$ cat config.mk
export PLATFORM = sky130hd
export DESIGN_NAME = mem_port_req_ctrl
export DESIGN_NICKNAME = d
export VERILOG_FILES = /design/src/rtl/mem_port_pkg.sv /design/src/rtl/mem_rsp_fifo.sv /design/src/rtl/mem_port_req_ctrl.sv
export SDC_FILE = /design/constraint.sdc
export NUM_CORES = 1
export LEC_CHECK = 0
export BUFFER_PORTS_ARGS = -buffer_cell sky130_fd_sc_hd__buf_2
export CORE_MARGIN = 1
export CORE_UTILIZATION = 60
export DETAILED_ROUTE_END_ITERATION = 10
export GPL_TIMING_DRIVEN = 0
export HOLD_SLACK_MARGIN = 0.15
export PLACE_DENSITY = 0.91
export SYNTH_ARGS = -nofsm -noshare
export SYNTH_HDL_FRONTEND = slang
export SYNTH_SLANG_ARGS = --single-unit
$ cat constraint.sdc
create_clock -name i_clk -period 5.55 [get_ports i_clk]
set_clock_uncertainty 0.1 [all_clocks]
set_input_delay 0.555 -clock i_clk [delete_from_list [all_inputs] [get_ports i_clk]]
set_output_delay 0.555 -clock i_clk [all_outputs]
set_load 0.02 [all_outputs]
$ cat src/rtl/mem_port_pkg.sv
// Shared types and constants for the memory port request front-end.
// Optional feature macro used by the top: MEM_PORT_RAW_STALL_EN.
package mem_port_pkg;

    // Default memory geometry and pipeline depths
    localparam int DATA_W_DEFAULT = 8;
    localparam int ADDR_W_DEFAULT = 3;
    localparam int RD_LAT_DEFAULT = 6;
    localparam int WR_LAT_DEFAULT = 6;

    // Request bundle for the default geometry
    typedef struct packed {
        logic                      we;
        logic [ADDR_W_DEFAULT-1:0] addr;
        logic [DATA_W_DEFAULT-1:0] wdata;
    } req_t;

    // Width of a counter that must hold values 0..depth inclusive
    function automatic int credit_w(input int depth);
        return $clog2(depth) + 1;
    endfunction

endpackage

$ cat src/rtl/mem_rsp_fifo.sv
// First-word-fall-through response FIFO for read data returning from the memory.
// Head data is forced to zero while empty so the consumer never sees stale words.
// A push and a pop on the same edge are both honoured, even when full.
module mem_rsp_fifo #(
    parameter int DATA_WIDTH = 8,
    parameter int DEPTH      = 8
) (
    input  logic                    i_clk,
    input  logic                    i_rst_n,
    input  logic                    i_push,
    input  logic [DATA_WIDTH-1:0]   i_wdata,
    input  logic                    i_pop,
    output logic [DATA_WIDTH-1:0]   o_rdata,
    output logic [$clog2(DEPTH):0]  o_count,
    output logic                    o_full,
    output logic                    o_empty
);

    localparam int PTR_W = $clog2(DEPTH);

    logic [DATA_WIDTH-1:0] r_mem [DEPTH];
    logic [PTR_W-1:0]      r_wptr;
    logic [PTR_W-1:0]      r_rptr;
    logic [PTR_W:0]        r_count;
    logic                  w_push_en;
    logic                  w_pop_en;

    assign o_empty   = (r_count == '0);
    assign o_full    = (r_count == (PTR_W+1)'(DEPTH));
    assign o_count   = r_count;
    assign w_pop_en  = i_pop & ~o_empty;
    // When full, the slot being written is the one being popped this edge
    assign w_push_en = i_push & (~o_full | w_pop_en);
    assign o_rdata   = o_empty ? '0 : r_mem[r_rptr];

    // Storage array: data only, never reset
    always_ff @(posedge i_clk) begin
        if (w_push_en) begin
            r_mem[r_wptr] <= i_wdata;
        end
    end

    // Pointer and occupancy bookkeeping
    always_ff @(posedge i_clk or negedge i_rst_n) begin
        if (!i_rst_n) begin
            r_wptr  <= '0;
            r_rptr  <= '0;
            r_count <= '0;
        end else begin
            if (w_push_en) begin
                r_wptr <= r_wptr + PTR_W'(1);
            end
            if (w_pop_en) begin
                r_rptr <= r_rptr + PTR_W'(1);
            end
            case ({w_push_en, w_pop_en})
                2'b10:   r_count <= r_count + (PTR_W+1)'(1);
                2'b01:   r_count <= r_count - (PTR_W+1)'(1);
                default: r_count <= r_count;
            endcase
        end
    end

endmodule

$ cat src/rtl/mem_port_req_ctrl.sv
// Request front-end for one port of the latency-configurable dual-port memory.
// Drives the memory port combinationally from accepted requests, tracks reads
// in a valid pipeline matched to the memory read latency, and captures returning
// data into a response FIFO. Reads are credit-limited so the FIFO never overflows.
// Optional macro MEM_PORT_RAW_STALL_EN: hold reads that hit an in-flight write.
module mem_port_req_ctrl
    import mem_port_pkg::*;
#(
    parameter int DATA_WIDTH     = DATA_W_DEFAULT,
    parameter int ADDR_WIDTH     = ADDR_W_DEFAULT,
    parameter int MEM_RD_LATENCY = RD_LAT_DEFAULT,
    parameter int MEM_WR_LATENCY = WR_LAT_DEFAULT,
    parameter int RSP_DEPTH      = 8
) (
    input  logic                  i_clk,
    input  logic                  i_rst_n,
    input  logic                  i_req_valid,
    output logic                  o_req_ready,
    input  logic                  i_req_we,
    input  logic [ADDR_WIDTH-1:0] i_req_addr,
    input  logic [DATA_WIDTH-1:0] i_req_wdata,
    output logic                  o_rsp_valid,
    input  logic                  i_rsp_ready,
    output logic [DATA_WIDTH-1:0] o_rsp_rdata,
    output logic                  o_mem_en,
    output logic                  o_mem_we,
    output logic [ADDR_WIDTH-1:0] o_mem_addr,
    output logic [DATA_WIDTH-1:0] o_mem_din,
    input  logic [DATA_WIDTH-1:0] i_mem_dout,
    output logic                  o_busy
);

    localparam int CNT_W = credit_w(RSP_DEPTH);

    logic                      r_active;
    logic [MEM_RD_LATENCY-1:0] r_rd_vld_sr;
    logic [MEM_WR_LATENCY-1:0] r_wr_vld_sr;
    logic [CNT_W-1:0]          r_rd_outstanding;

    logic                      w_accept;
    logic                      w_rd_accept;
    logic                      w_wr_accept;
    logic                      w_capture;
    logic                      w_credit_ok;
    logic                      w_hazard_stall;
    logic [CNT_W:0]            w_credit_used;
    logic [CNT_W-1:0]          w_fifo_count;
    logic                      w_fifo_full;
    logic                      w_fifo_empty;
    logic                      w_rsp_pop;

    // ------------------------------------------------------------------
    // Request acceptance
    // ------------------------------------------------------------------
    // Credit covers both reads still in the memory pipeline and words already
    // parked in the FIFO, so every accepted read is guaranteed a slot.
    assign w_credit_used = {1'b0, r_rd_outstanding} + {1'b0, w_fifo_count};
    assign w_credit_ok   = ~w_fifo_full & (w_credit_used < (CNT_W+1)'(RSP_DEPTH));

    // r_active keeps ready low while reset is held and until the first edge after release
    assign o_req_ready = r_active & ~w_hazard_stall & (i_req_we | w_credit_ok);
    assign w_accept    = i_req_valid & o_req_ready;
    assign w_rd_accept = w_accept & ~i_req_we;
    assign w_wr_accept = w_accept & i_req_we;

    // The memory registers these itself, so they pass straight through
    assign o_mem_en   = w_accept;
    assign o_mem_we   = w_wr_accept;
    assign o_mem_addr = i_req_addr;
    assign o_mem_din  = i_req_wdata;

    // Ready gate: low in reset, high from the first edge after release
    always_ff @(posedge i_clk or negedge i_rst_n) begin
        if (!i_rst_n) begin
            r_active <= 1'b0;
        end else begin
            r_active <= 1'b1;
        end
    end

    // ------------------------------------------------------------------
    // Read tracking
    // ------------------------------------------------------------------
    // The last stage marks the edge on which i_mem_dout carries that read's word
    assign w_capture = r_rd_vld_sr[MEM_RD_LATENCY-1];

    // Read valid pipeline, one bit per memory read-latency edge
    always_ff @(posedge i_clk or negedge i_rst_n) begin
        if (!i_rst_n) begin
            r_rd_vld_sr <= '0;
        end else begin
            for (int k = MEM_RD_LATENCY - 1; k > 0; k--) begin
                r_rd_vld_sr[k] <= r_rd_vld_sr[k-1];
            end
            r_rd_vld_sr[0] <= w_rd_accept;
        end
    end

    // Outstanding-read counter: +1 on read accept, -1 on capture, unchanged on both
    always_ff @(posedge i_clk or negedge i_rst_n) begin
        if (!i_rst_n) begin
            r_rd_outstanding <= '0;
        end else begin
            case ({w_rd_accept, w_capture})
                2'b10:   r_rd_outstanding <= r_rd_outstanding + CNT_W'(1);
                2'b01:   r_rd_outstanding <= r_rd_outstanding - CNT_W'(1);
                default: r_rd_outstanding <= r_rd_outstanding;
            endcase
        end
    end

    // ------------------------------------------------------------------
    // Write tracking
    // ------------------------------------------------------------------
    // Write valid pipeline: a write is in flight until the memory array holds it
    always_ff @(posedge i_clk or negedge i_rst_n) begin
        if (!i_rst_n) begin
            r_wr_vld_sr <= '0;
        end else begin
            for (int k = MEM_WR_LATENCY - 1; k > 0; k--) begin
                r_wr_vld_sr[k] <= r_wr_vld_sr[k-1];
            end
            r_wr_vld_sr[0] <= w_wr_accept;
        end
    end

`ifdef MEM_PORT_RAW_STALL_EN
    logic [ADDR_WIDTH-1:0] r_wr_addr_sr [MEM_WR_LATENCY];
    logic                  w_addr_hit;

    // Address of each in-flight write, aligned with r_wr_vld_sr
    always_ff @(posedge i_clk or negedge i_rst_n) begin
        if (!i_rst_n) begin
            for (int k = 0; k < MEM_WR_LATENCY; k++) begin
                r_wr_addr_sr[k] <= '0;
            end
        end else begin
            for (int k = MEM_WR_LATENCY - 1; k > 0; k--) begin
                r_wr_addr_sr[k] <= r_wr_addr_sr[k-1];
            end
            r_wr_addr_sr[0] <= i_req_addr;
        end
    end

    // Does the presented address match any write the memory has not yet landed?
    always_comb begin
        w_addr_hit = 1'b0;
        for (int k = 0; k < MEM_WR_LATENCY; k++) begin
            if (r_wr_vld_sr[k] && (r_wr_addr_sr[k] == i_req_addr)) begin
                w_addr_hit = 1'b1;
            end
        end
    end

    // Only reads wait; writes to the same address keep their order in the memory
    assign w_hazard_stall = ~i_req_we & w_addr_hit;
`else
    // Reads issue immediately and may observe the pre-write value
    assign w_hazard_stall = 1'b0;
`endif

    // ------------------------------------------------------------------
    // Response FIFO
    // ------------------------------------------------------------------
    assign w_rsp_pop = o_rsp_valid & i_rsp_ready;

    mem_rsp_fifo #(
        .DATA_WIDTH (DATA_WIDTH),
        .DEPTH      (RSP_DEPTH)
    ) u_rsp_fifo (
        .i_clk   (i_clk),
        .i_rst_n (i_rst_n),
        .i_push  (w_capture),
        .i_wdata (i_mem_dout),
        .i_pop   (w_rsp_pop),
        .o_rdata (o_rsp_rdata),
        .o_count (w_fifo_count),
        .o_full  (w_fifo_full),
        .o_empty (w_fifo_empty)
    );

    assign o_rsp_valid = ~w_fifo_empty;
    assign o_busy      = (|r_rd_vld_sr) | (|r_wr_vld_sr) | ~w_fifo_empty;

endmodule
==> results.sh <==
export IMPL_status="finished clean"
export IMPL_die_x_um=82.8
export IMPL_setup_tns_ns=0
export IMPL_detailroute_via_count=2190
export IMPL_drtIter0Drc=146
export IMPL_synth_cell_types=39
export IMPL_netlist_area_um2=3910
export IMPL_core_area_um2=6310
export IMPL_clk_path_buf_depth=2
export IMPL_required_ns=5.68
export IMPL_overflow=0
export IMPL_insertedDiodeCount=0
export IMPL_period_share_pct=62.9
export IMPL_root_buffer="clkbuf_8"
export IMPL_syn_area_per_cell_um2=16.6
export IMPL_p_leak_nw=1.68
export IMPL_combPwrFrac_pct=37.8
export IMPL_numPortBuffers=36
export IMPL_cts_inserted_buffers=9
export IMPL_initial_core_util_pct=62.0
export IMPL_slowest_stage="or4b_2"
export IMPL_antenna_found_initial=0
export IMPL_critPathMaxFanout=9
export IMPL_seqPwrFrac_pct=41.8
export IMPL_hold_violations=0
export IMPL_irDropWorstVdd_v=0.000317
export IMPL_finalWorstSetupSlack_ns=2.06
export IMPL_hold_class="reg2reg"
export IMPL_post_cts_buffers=0
export IMPL_seq_area_frac_synth_pct=66.4
export IMPL_total_power_w=0.00209
export IMPL_clkSinkCount=91
export IMPL_core_rowCount=29
export IMPL_area_growth_pct=12.6
export IMPL_crit_top_cell="ha_1"
export IMPL_first_pass_iters=4
export IMPL_finalCriticalPeriod_ns=3.49
export IMPL_ant_nets=0
export IMPL_power_density_nw_per_um2=475
export IMPL_postSynthCellCount=235
export IMPL_post_dp_hpwl_um=4680
export IMPL_post_place_ws_ns=2.17
export IMPL_slowest_delay_ns=0.65
export IMPL_crit_type="reg2reg"
export IMPL_path_cells="ha_1 -> nor3_1 -> nand4_1 -> or3_1 -> ha_1 -> ha_1 -> or4b_2 -> o311ai_0 -> o211ai_1"
export IMPL_p_int_w=0.00137
export IMPL_clk_latency_ns=0.34
export IMPL_worstSetupEndpointType="register"
export IMPL_htree_levels=3
export IMPL_rsz0062_at_grt="false"
export IMPL_placed_area_um2=4200
export IMPL_worst_pin_slew_ns=1.35
export IMPL_track_usage_pct=22.5
export IMPL_cts_tree="yes"
export IMPL_worstRegToRegCells=9
export IMPL_drt_wl_total_um=6760
export IMPL_syn_nets=272
export IMPL_swShare_pct=34.4
export IMPL_ys_ff_latch=91
export IMPL_layout_drive_gt1_share_pct=31.8
export IMPL_timing_hold_ws_ns=0.282
export IMPL_cts_resized=0
export IMPL_dieArea_um2=6850
export IMPL_drc=0
export IMPL_wl_per_cell_um=18.5
export IMPL_die_y_um=82.8
export IMPL_grt_pass1_wl_um=10800
export IMPL_clkSlewWorstSetupHoldPaths_ns=0.09
export IMPL_ys_flop_type="edfxtp_1"
export IMPL_fin_area_um2=4410
export IMPL_synth_edf_count=64
export IMPL_setup_violations=0
export IMPL_grt_pass1_vias=2185
export IMPL_ios=48
export IMPL_ys_warn_count=0
export IMPL_p_clk_share_pct=20.5
export IMPL_drv_cap=0
export IMPL_grt_max_degree=28
export IMPL_nets=321
export IMPL_routabilityCongestion=0.767
export IMPL_drv_slew=0
export IMPL_fillCellCount=408
export IMPL_via_per_inst=5.98
export IMPL_switching_power_w=0.000719
export IMPL_cp_arrival_ns=3.62
export IMPL_fmax_mhz=286
export IMPL_async_flop_share_pct=29.7
export IMPL_slew_headroom_pct=9.30
export IMPL_holdPathStages=0
export IMPL_startpoint_type="register"
[worst paths after layout]
path                                                   start                           endpoint  slack, ns
max                        u_rsp_fifo.o_count[3]$_DFFE_PN0P_    r_rd_outstanding[3]$_DFFE_PN0P_       2.06
min                                 r_wr_vld_sr[2]$_DFF_PN0_           r_wr_vld_sr[3]$_DFF_PN0_       0.28
max reg2reg                u_rsp_fifo.o_count[3]$_DFFE_PN0P_    r_rd_outstanding[3]$_DFFE_PN0P_       2.06
min reg2reg                         r_wr_vld_sr[2]$_DFF_PN0_           r_wr_vld_sr[3]$_DFF_PN0_       0.28
max in group asynchronous                            i_rst_n  u_rsp_fifo.o_count[3]$_DFFE_PN0P_       4.28
min in group asynchronous                            i_rst_n    r_rd_outstanding[2]$_DFFE_PN0P_       0.66
[layout by cell type (no fill, tap or decap), types with 4 or more instances in the layout]
cell type / count
buf_4: 12
ha_1: 11
mux4_2: 16
nor2_1: 5
nand2_1: 7
buf_2: 39
clkbuf_8: 9
inv_1: 10
nor3b_1: 6
nor4_1: 4
a21oi_1: 4
edfxtp_1: 64
nand3_1: 5
o211ai_1: 4
a22o_1: 8
xnor2_1: 6
dfrtp_1: 27
nor3_1: 6
[per-stage QoR]
| step | cells | utilization [%] |
|---|---|---|
| 2_1_floorplan | 235 | - |
| 3_3_place_gp | 348 | 66.3 |
| 3_5_place_dp | 349 | 66.6 |
| 4_1_cts | 366 | 69.8 |
| 5_1_grt | 366 | 69.8 |
| 6_report | 366 | 69.8 |
[synth_stat cells, types with 4 or more instances]
cell type  count  share of area, %
nor2_1         5              0.48
nand3_1        5              0.64
nor3_1         6              0.77
ha_1          11               3.5
a22o_1         8               1.8
inv_1         10              0.96
dfrtp_1       27                17
nor3b_1        6               1.2
xnor2_1        6               1.3
o211ai_1       4              0.77
mux4_2        16               9.2
a21oi_1        4              0.51
nor4_1         5              0.80
buf_4         11               2.1
edfxtp_1      64                49
nand2_1        7              0.67
[worst max-delay path: cells and delay by family (launching register included)]
kind / cells / cell delay (ns)
flip-flops: 1 / 0.45
adder cells (fa/ha/maj): 3 / 1.01
AO/OA/AOI/OAI: 2 / 0.24
AND/OR/NAND/NOR: 4 / 1.57
[timing repair]
item,in CTS,in global routing
hold buffers,1,0
hold endpoints to repair,27,0
endpoints found under the setup margin,0,0
[layout make-up]
class                   instances  area (µm²)  share of cell area (%)
plain buffers                  20         135                    3.07
clock inverters                 7        68.8                    1.56
inverters                      10        37.5                   0.852
flip-flops and latches         91        2600                    59.0
well taps                      77        96.3                    2.19
multi-input cells             114        1150                    26.1
clock buffers                   9         124                    2.81
repair buffers                 38         198                    4.49
[metal layers]
metal | part of all wire [%] | routed length (µm) | global-route usage [%] | vias up
met2 | 52 | 3530 | 38.0 | 70
met5 | 0 | 0 | 0 | -
met1 | 41 | 2750 | 27.8 | 1120
met3 | 6.2 | 419 | 5.93 | 7
li1 | - | - | - | 993
met4 | 0.89 | 60 | 8.62 | 0
[power by group through the flow]
stage	logic (W)	clock network, W	registers (W)
5_1_grt	0.000876	0.000464	0.000883
2_1_floorplan	0.000606	0	0.000865
4_1_cts	0.000798	0.000437	0.000872
6_report	0.000790	0.000428	0.000873
3_3_place_gp	0.000756	0	0.000879
3_5_place_dp	0.000790	0	0.000887
[cell families (layout without fill, tap and decap cells)]
group | count (synthesis) | in the layout | synth area share, %
xor+xnor | 8 | 8 | 1.79
flops | 91 | 91 | 66.4
mux | 22 | 22 | 11.0
simple gates | 46 | 46 | 6.81
compound gates | 24 | 24 | 4.99
fa+ha+maj | 13 | 13 | 4.54
other cells | 1 | 1 | 0.0958
buf+inv | 30 | 84 | 4.41
[flip-flops by register name (all words and copies together) (netlist names)]
| signal | cells |
|---|---|
| r_rd_vld_sr | 6 |
| r_rd_outstanding | 4 |
| r_wr_vld_sr | 6 |
| u_rsp_fifo.r_mem | 64 |
| u_rsp_fifo.o_count | 4 |
| r_active | 1 |
| u_rsp_fifo.r_wptr | 3 |
| u_rsp_fifo.r_rptr | 3 |
Note: power is estimated with default switching activity, not from simulation.
